$ cat config.mk
export PLATFORM = sky130hd
export DESIGN_NAME = pwm_demod
export DESIGN_NICKNAME = d
export VERILOG_FILES = /design/src/rtl/synth_pkg.sv /design/src/rtl/pwm_sync_filter.sv /design/src/rtl/pwm_demod.sv
export SDC_FILE = /design/constraint.sdc
export NUM_CORES = 1
export LEC_CHECK = 0
export ABC_AREA = 1
export CAP_MARGIN = 5
export CORE_ASPECT_RATIO = 0.5
export CORE_MARGIN = 2
export CORE_UTILIZATION = 50
export DETAILED_ROUTE_END_ITERATION = 10
export PLACE_DENSITY = 0.81
export SLEW_MARGIN = 40
export SYNTH_ARGS = -nofsm -noshare
export SYNTH_HDL_FRONTEND = slang
export SYNTH_SLANG_ARGS = --single-unit
$ cat constraint.sdc
create_clock -name clk -period 1.6 [get_ports clk]
set_input_delay 0.32 -clock clk [delete_from_list [all_inputs] [get_ports clk]]
set_output_delay 0.32 -clock clk [all_outputs]
set_load 0.02 [all_outputs]
$ cat src/rtl/synth_pkg.sv
// synth_pkg
//   Shared types and constants for the synth receive-side blocks.
//   demod_state_t      : pwm_demod frame-tracking states
//   PWM_PERIOD_DEFAULT : default clocks per PWM frame
package synth_pkg;

    typedef enum logic [1:0] {
        DEMOD_IDLE,
        DEMOD_SYNC,
        DEMOD_MEASURE
    } demod_state_t;

    localparam int PWM_PERIOD_DEFAULT = 256;

endpackage

$ cat src/rtl/pwm_sync_filter.sv
// pwm_sync_filter
//   Brings the asynchronous PWM stream into the clk domain and finds its rising edges.
//   Optional build macro: PWM_DEMOD_FILTER_EN adds a 3-tap majority filter after the
//   synchronizer.
//   The filter removes single-cycle glitches at the cost of one extra clock of latency.
// Ports
//   clk    in   system clock
//   rst    in   synchronous active-high reset
//   pwm_i  in   raw asynchronous PWM stream
//   pwm_s  out  synchronized (and optionally filtered) PWM level
//   rise   out  high for one cycle on each 0->1 transition of pwm_s
module pwm_sync_filter (
    input  logic clk,
    input  logic rst,
    input  logic pwm_i,
    output logic pwm_s,
    output logic rise
);

    logic sync1;
    logic sync2;
    logic pwm_s_d;

    always_ff @(posedge clk) begin
        if (rst) begin
            sync1 <= 1'b0;
            sync2 <= 1'b0;
        end else begin
            sync1 <= pwm_i;
            sync2 <= sync1;
        end
    end

`ifdef PWM_DEMOD_FILTER_EN
    logic tap1;
    logic tap2;

    always_ff @(posedge clk) begin
        if (rst) begin
            tap1 <= 1'b0;
            tap2 <= 1'b0;
        end else begin
            tap1 <= sync2;
            tap2 <= tap1;
        end
    end

    // Two of three agreeing taps are needed to change level.
    // An isolated one-cycle pulse therefore never reaches the output.
    assign pwm_s = (sync2 & tap1) | (sync2 & tap2) | (tap1 & tap2);
`else
    assign pwm_s = sync2;
`endif

    always_ff @(posedge clk) begin
        if (rst) begin
            pwm_s_d <= 1'b0;
        end else begin
            pwm_s_d <= pwm_s;
        end
    end

    assign rise = pwm_s & ~pwm_s_d;

endmodule

$ cat src/rtl/pwm_demod.sv
// pwm_demod
//   Recovers the duty-cycle sample from a PWM stream. It locks to frame boundaries on
//   rising edges, counts high cycles over PERIOD clocks, and emits one sample per frame.
//   Optional build macro: PWM_DEMOD_FILTER_EN (majority glitch filter in pwm_sync_filter).
// Ports
//   clk             in   system clock
//   rst             in   synchronous active-high reset
//   en              in   demodulator enable
//   pwm_i           in   asynchronous PWM stream
//   sample_o        out  high-cycle count of the last complete frame (saturated)
//   sample_valid_o  out  one-cycle pulse when sample_o updates
//   locked_o        out  high while tracking frames
//   sync_err_o      out  one-cycle pulse on a rising edge that is not at a frame start
module pwm_demod
    import synth_pkg::*;
#(
    parameter int PERIOD = PWM_PERIOD_DEFAULT
) (
    input  logic                      clk,
    input  logic                      rst,
    input  logic                      en,
    input  logic                      pwm_i,
    output logic [$clog2(PERIOD)-1:0] sample_o,
    output logic                      sample_valid_o,
    output logic                      locked_o,
    output logic                      sync_err_o
);

    localparam int SAMPLE_W = $clog2(PERIOD);
    localparam int CNT_W    = SAMPLE_W + 1;
    localparam logic [CNT_W-1:0] CNT_ONE  = CNT_W'(1);
    localparam logic [CNT_W-1:0] CNT_LAST = CNT_W'(PERIOD - 1);

    demod_state_t        state,    state_n;
    logic [CNT_W-1:0]    cnt,      cnt_n;
    logic [CNT_W-1:0]    acc,      acc_n;
    logic [SAMPLE_W-1:0] sample_q, sample_n;
    logic                valid_q,  valid_n;
    logic                err_q,    err_n;
    logic [CNT_W-1:0]    sum;
    logic                pwm_s;
    logic                rise;

    pwm_sync_filter u_sync (
        .clk   (clk),
        .rst   (rst),
        .pwm_i (pwm_i),
        .pwm_s (pwm_s),
        .rise  (rise)
    );

    always_ff @(posedge clk) begin
        if (rst) begin
            state    <= DEMOD_IDLE;
            cnt      <= '0;
            acc      <= '0;
            sample_q <= '0;
            valid_q  <= 1'b0;
            err_q    <= 1'b0;
        end else begin
            state    <= state_n;
            cnt      <= cnt_n;
            acc      <= acc_n;
            sample_q <= sample_n;
            valid_q  <= valid_n;
            err_q    <= err_n;
        end
    end

    // The accumulator can reach PERIOD on an all-high frame.
    // The extra bit of acc lets the saturation step detect that case.
    always_comb begin
        state_n  = state;
        cnt_n    = cnt;
        acc_n    = acc;
        sample_n = sample_q;
        valid_n  = 1'b0;
        err_n    = 1'b0;
        sum      = acc + {{SAMPLE_W{1'b0}}, pwm_s};

        if (!en) begin
            state_n = DEMOD_IDLE;
            cnt_n   = '0;
            acc_n   = '0;
        end else begin
            case (state)
                DEMOD_IDLE: begin
                    cnt_n   = '0;
                    acc_n   = '0;
                    state_n = DEMOD_SYNC;
                end
                DEMOD_SYNC: begin
                    if (rise) begin
                        cnt_n   = CNT_ONE;
                        acc_n   = CNT_ONE;
                        state_n = DEMOD_MEASURE;
                    end
                end
                DEMOD_MEASURE: begin
                    // A rise at cnt == 0 is the expected frame start.
                    // Any other rise realigns the frame and drops the partial count.
                    if (rise && (cnt != '0)) begin
                        err_n = 1'b1;
                        cnt_n = CNT_ONE;
                        acc_n = CNT_ONE;
                    end else if (cnt == CNT_LAST) begin
                        sample_n = sum[SAMPLE_W] ? {SAMPLE_W{1'b1}} : sum[SAMPLE_W-1:0];
                        valid_n  = 1'b1;
                        cnt_n    = '0;
                        acc_n    = '0;
                    end else begin
                        cnt_n = cnt + CNT_ONE;
                        acc_n = sum;
                    end
                end
                default: begin
                    state_n = DEMOD_IDLE;
                end
            endcase
        end
    end

    assign sample_o       = sample_q;
    assign sample_valid_o = valid_q & en;
    assign sync_err_o     = err_q & en;
    assign locked_o       = (state == DEMOD_MEASURE) & en;

endmodule
==> impl_metrics.py <==
metrics = {
    "outcome": {
        "status": "finished, final reports clean",
    },
    "logic_synthesis": {
        "synthTopCellsByCount": "nand2_1 (81), inv_1 (51), dfxtp_1 (33)",
        "synth_nets": 285,
        "synth_edf_count": 0,
        "synth_top_cell_area_share_pct": 36.19,
        "syn_inst": 273,
        "yosysWarnings": 0,
        "yosysMostFrequentCell": "nand2_1",
        "async_reset_ff_share_pct": 0,
        "synth.top_cells.by_area": "dfxtp_1 (36%), nand2_1 (17%), inv_1 (10%)",
        "synth_area_um2": 1826,
        "syn_area_per_cell_um2": 6.687,
        "ys.flop_type": "dfxtp_1",
        "yosysSeqAreaShare_pct": 36.19,
        "synth_largest_area_cell": "dfxtp_1",
        "yosys_register_bits": 33,
        "synth_cell_types": 26,
    },
    "placed_design": {
        "place.port_buffers": 14,
        "dpl.cell_count": 350,
        "dpl.hpwl_um": 2780,
        "place_ws_ps": -346.3,
        "globalplace.congestion": 0.8246,
    },
    "power": {
        "cellLeakagePower_nw": 1.178,
        "comb_power_share_pct": 7.7,
        "totalPowerFinal_mw": 1.783,
        "p_switching_mw": 0.4357,
        "p_clk_share_pct": 45.6,
        "power.share.switching_pct": 24.44,
        "seq_power_share_pct": 46.6,
        "p_int_mw": 1.347,
        "power_density_nw_per_um2": 740.9,
        "vdd_drop_max_v": 0.0004720,
    },
    "floorplan": {
        "start_util_pct": 52.58,
        "coreArea_um2": 3472,
        "die_h_um": 46.73,
        "rows": 15,
        "io_pins": 15,
        "die-width_um": 89.45,
        "die-area_um2": 4180,
    },
    "timing": {
        "drv_slew": 0,
        "setup_slack_ps": 36.46,
        "max_freq_mhz": 639.6,
        "finalClockSkew_ps": 14.66,
        "setup_violations": 0,
        "min_period_ps": 1564,
        "fin_crit_sh_pct": 97.72,
        "setup_tns_ps": 0,
        "max_slew_margin_pct": 75.55,
        "worstMarginPinSlew_ps": 366.4,
        "hold_viol": 0,
    },
    "routing": {
        "drc": 0,
        "drtIter0Drc": 81,
        "routedWlPerCell_um": 12.93,
        "dr.pass1.iters": 5,
        "vias": 1844,
        "ant_nets": 0,
        "wirelength_um": 4708,
        "via_per_inst": 5.066,
    },
    "min_path": {
        "min_path_type": "reg -> reg",
    },
    "setup_path": {
        "critPathTopFamily": "buffers and inverters",
        "worstSetupEndpointType": "output pin",
        "worst-setup-path-type": "reg -> out",
        "cp-start-kind": "flop",
        "cpMaxStageDelayCell": "clkdlybuf4s50_1",
        "crit_chain": "clkdlybuf4s50_1",
        "arrival_ps": 1240,
        "cp_slowest_stage_delay_ps": 600,
        "cp_max_fo": 2,
        "worstPathRequired_ps": 1280,
        "path_buf_inv": 1,
    },
    "global_route": {
        "overflow": 0,
        "grt_use_total_pct": 21.71,
        "grt_antenna_before_repair": 0,
        "grt_pass1_vias": 1557,
        "grt_max_degree": 18,
        "grt_pass1_wl_um": 6706,
    },
    "clock_network": {
        "clock_sinks": 33,
        "htreeDepth": 2,
        "clock_latency_ps": 300,
        "clk_path_buf_depth": 2,
        "cts_tree": "done",
        "hold_buffers": 0,
        "path_clk_slew_ps": 90,
        "cts_buffers": 5,
        "cts-root-buf": "clkbuf_8",
    },
    "final_layout": {
        "utilization_pct": 69.30,
        "fin_nets": 324,
        "fillers": 267,
        "fin_cells": 364,
        "syn_to_final_growth_pct": 31.80,
        "n_antenna_cell": 0,
        "drive_gt1_share_pct": 21.41,
    },
    "flow_run": {
        "drv_cap": 0,
    },
}
## metal layers
| metal | track usage (%) | share of wire, % | vias up |
|---|---|---|---|
| met5 | 0 | 0 | - |
| met4 | 10.45 | 3.8 | 0 |
| met3 | 5.914 | 5.2 | 22 |
| met2 | 38.52 | 47 | 61 |
| met1 | 25.08 | 44 | 848 |
| li1 | - | - | 913 |
## path summary, 6_finish.rpt
| kind | start | end | slack (ps) | cells after the start |
|---|---|---|---|---|
| hold / removal | u_sync.sync1 | u_sync.pwm_s | 400 | 2 |
| setup reg to reg | cnt[0] | acc[2] | 80 | 8 |
| hold reg to reg | u_sync.sync1 | u_sync.pwm_s | 400 | 2 |
| setup / recovery | sample_o[3] | sample_o[3] | 40 | 1 |
## through the flow
| stage | area [µm²] | hold slack (ps) |
|---|---|---|
| floorplan | 1826 | 388.3 |
| global placement | 2123 | 398.5 |
| detailed placement | 2123 | 395.7 |
| CTS | 2276 | 398.6 |
| global route | 2406 | 419.5 |
| finish | 2406 | 395.8 |
## area by class of cell
class	count	area (µm²)	share of cell area, %
inverters	53	201.4	8.372
clock buffers	5	68.82	2.860
well taps	51	63.81	2.652
repair buffers	32	266.5	11.08
flip-flops and latches	33	666.9	27.72
multi-input cells	187	1092	45.40
clock inverters	3	46.29	1.924
## power groups by stage
stage          Clock, mW  Sequential [mW]  Combinational, mW
2_1_floorplan          0            0.850             0.0599
3_3_place_gp           0            0.849              0.108
3_5_place_dp           0            0.850              0.111
4_1_cts            0.817            0.831              0.115
5_1_grt            0.847            0.832              0.149
6_report           0.814            0.832              0.137
## state kept, by name, summed over array words and instances, names as in the netlist
| name | cells |
|---|---|
| state | 2 |
| valid_q | 1 |
| acc | 9 |
| u_sync.pwm_s | 1 |
| u_sync.sync1 | 1 |
| u_sync.pwm_s_d | 1 |
| sample_o | 8 |
| cnt | 9 |
| err_q | 1 |
## placed cells by master, fill, tap and decap left out, drive strengths merged
cell and count:
clkinvlp 1, inv 52, dlymetal6s2s 3, a211oi 1
nand2 87, or2 1, dlygate4sd2 1, clkinv 2
bufinv 1, a21oi 16, nor3b 1, clkdlybuf4s50 7
clkbuf 7, o21ai 4, nand3 19, nand3b 6
nand4 2, nor2 35, nor3 2, xor2 5
ha 8, buf 19, dfxtp 33
## repair_timing
action | 4_1_cts | 5_1_grt
setup buffers | 1 | 2
pin swaps | 1 | 3
gates resized for setup | 17 | 26
gates cloned | 0 | 3
setup endpoints to repair | 17 | 30
## logic make-up (layout without fill, tap and decap cells)
| kind of cell | Yosys count | after routing | share of synthesized area, % |
|---|---|---|---|
| buffers and inverters | 56 | 93 | 11.93 |
| DFF | 33 | 33 | 36.19 |
| and+or+nand+nor | 151 | 153 | 37.77 |
| AOI/OAI and AO/OA | 20 | 21 | 6.238 |
| adders and majority gates | 8 | 8 | 5.483 |
| xor gates and xnor gates | 5 | 5 | 2.399 |
No activity file was read; power rests on OpenSTA's default activity.
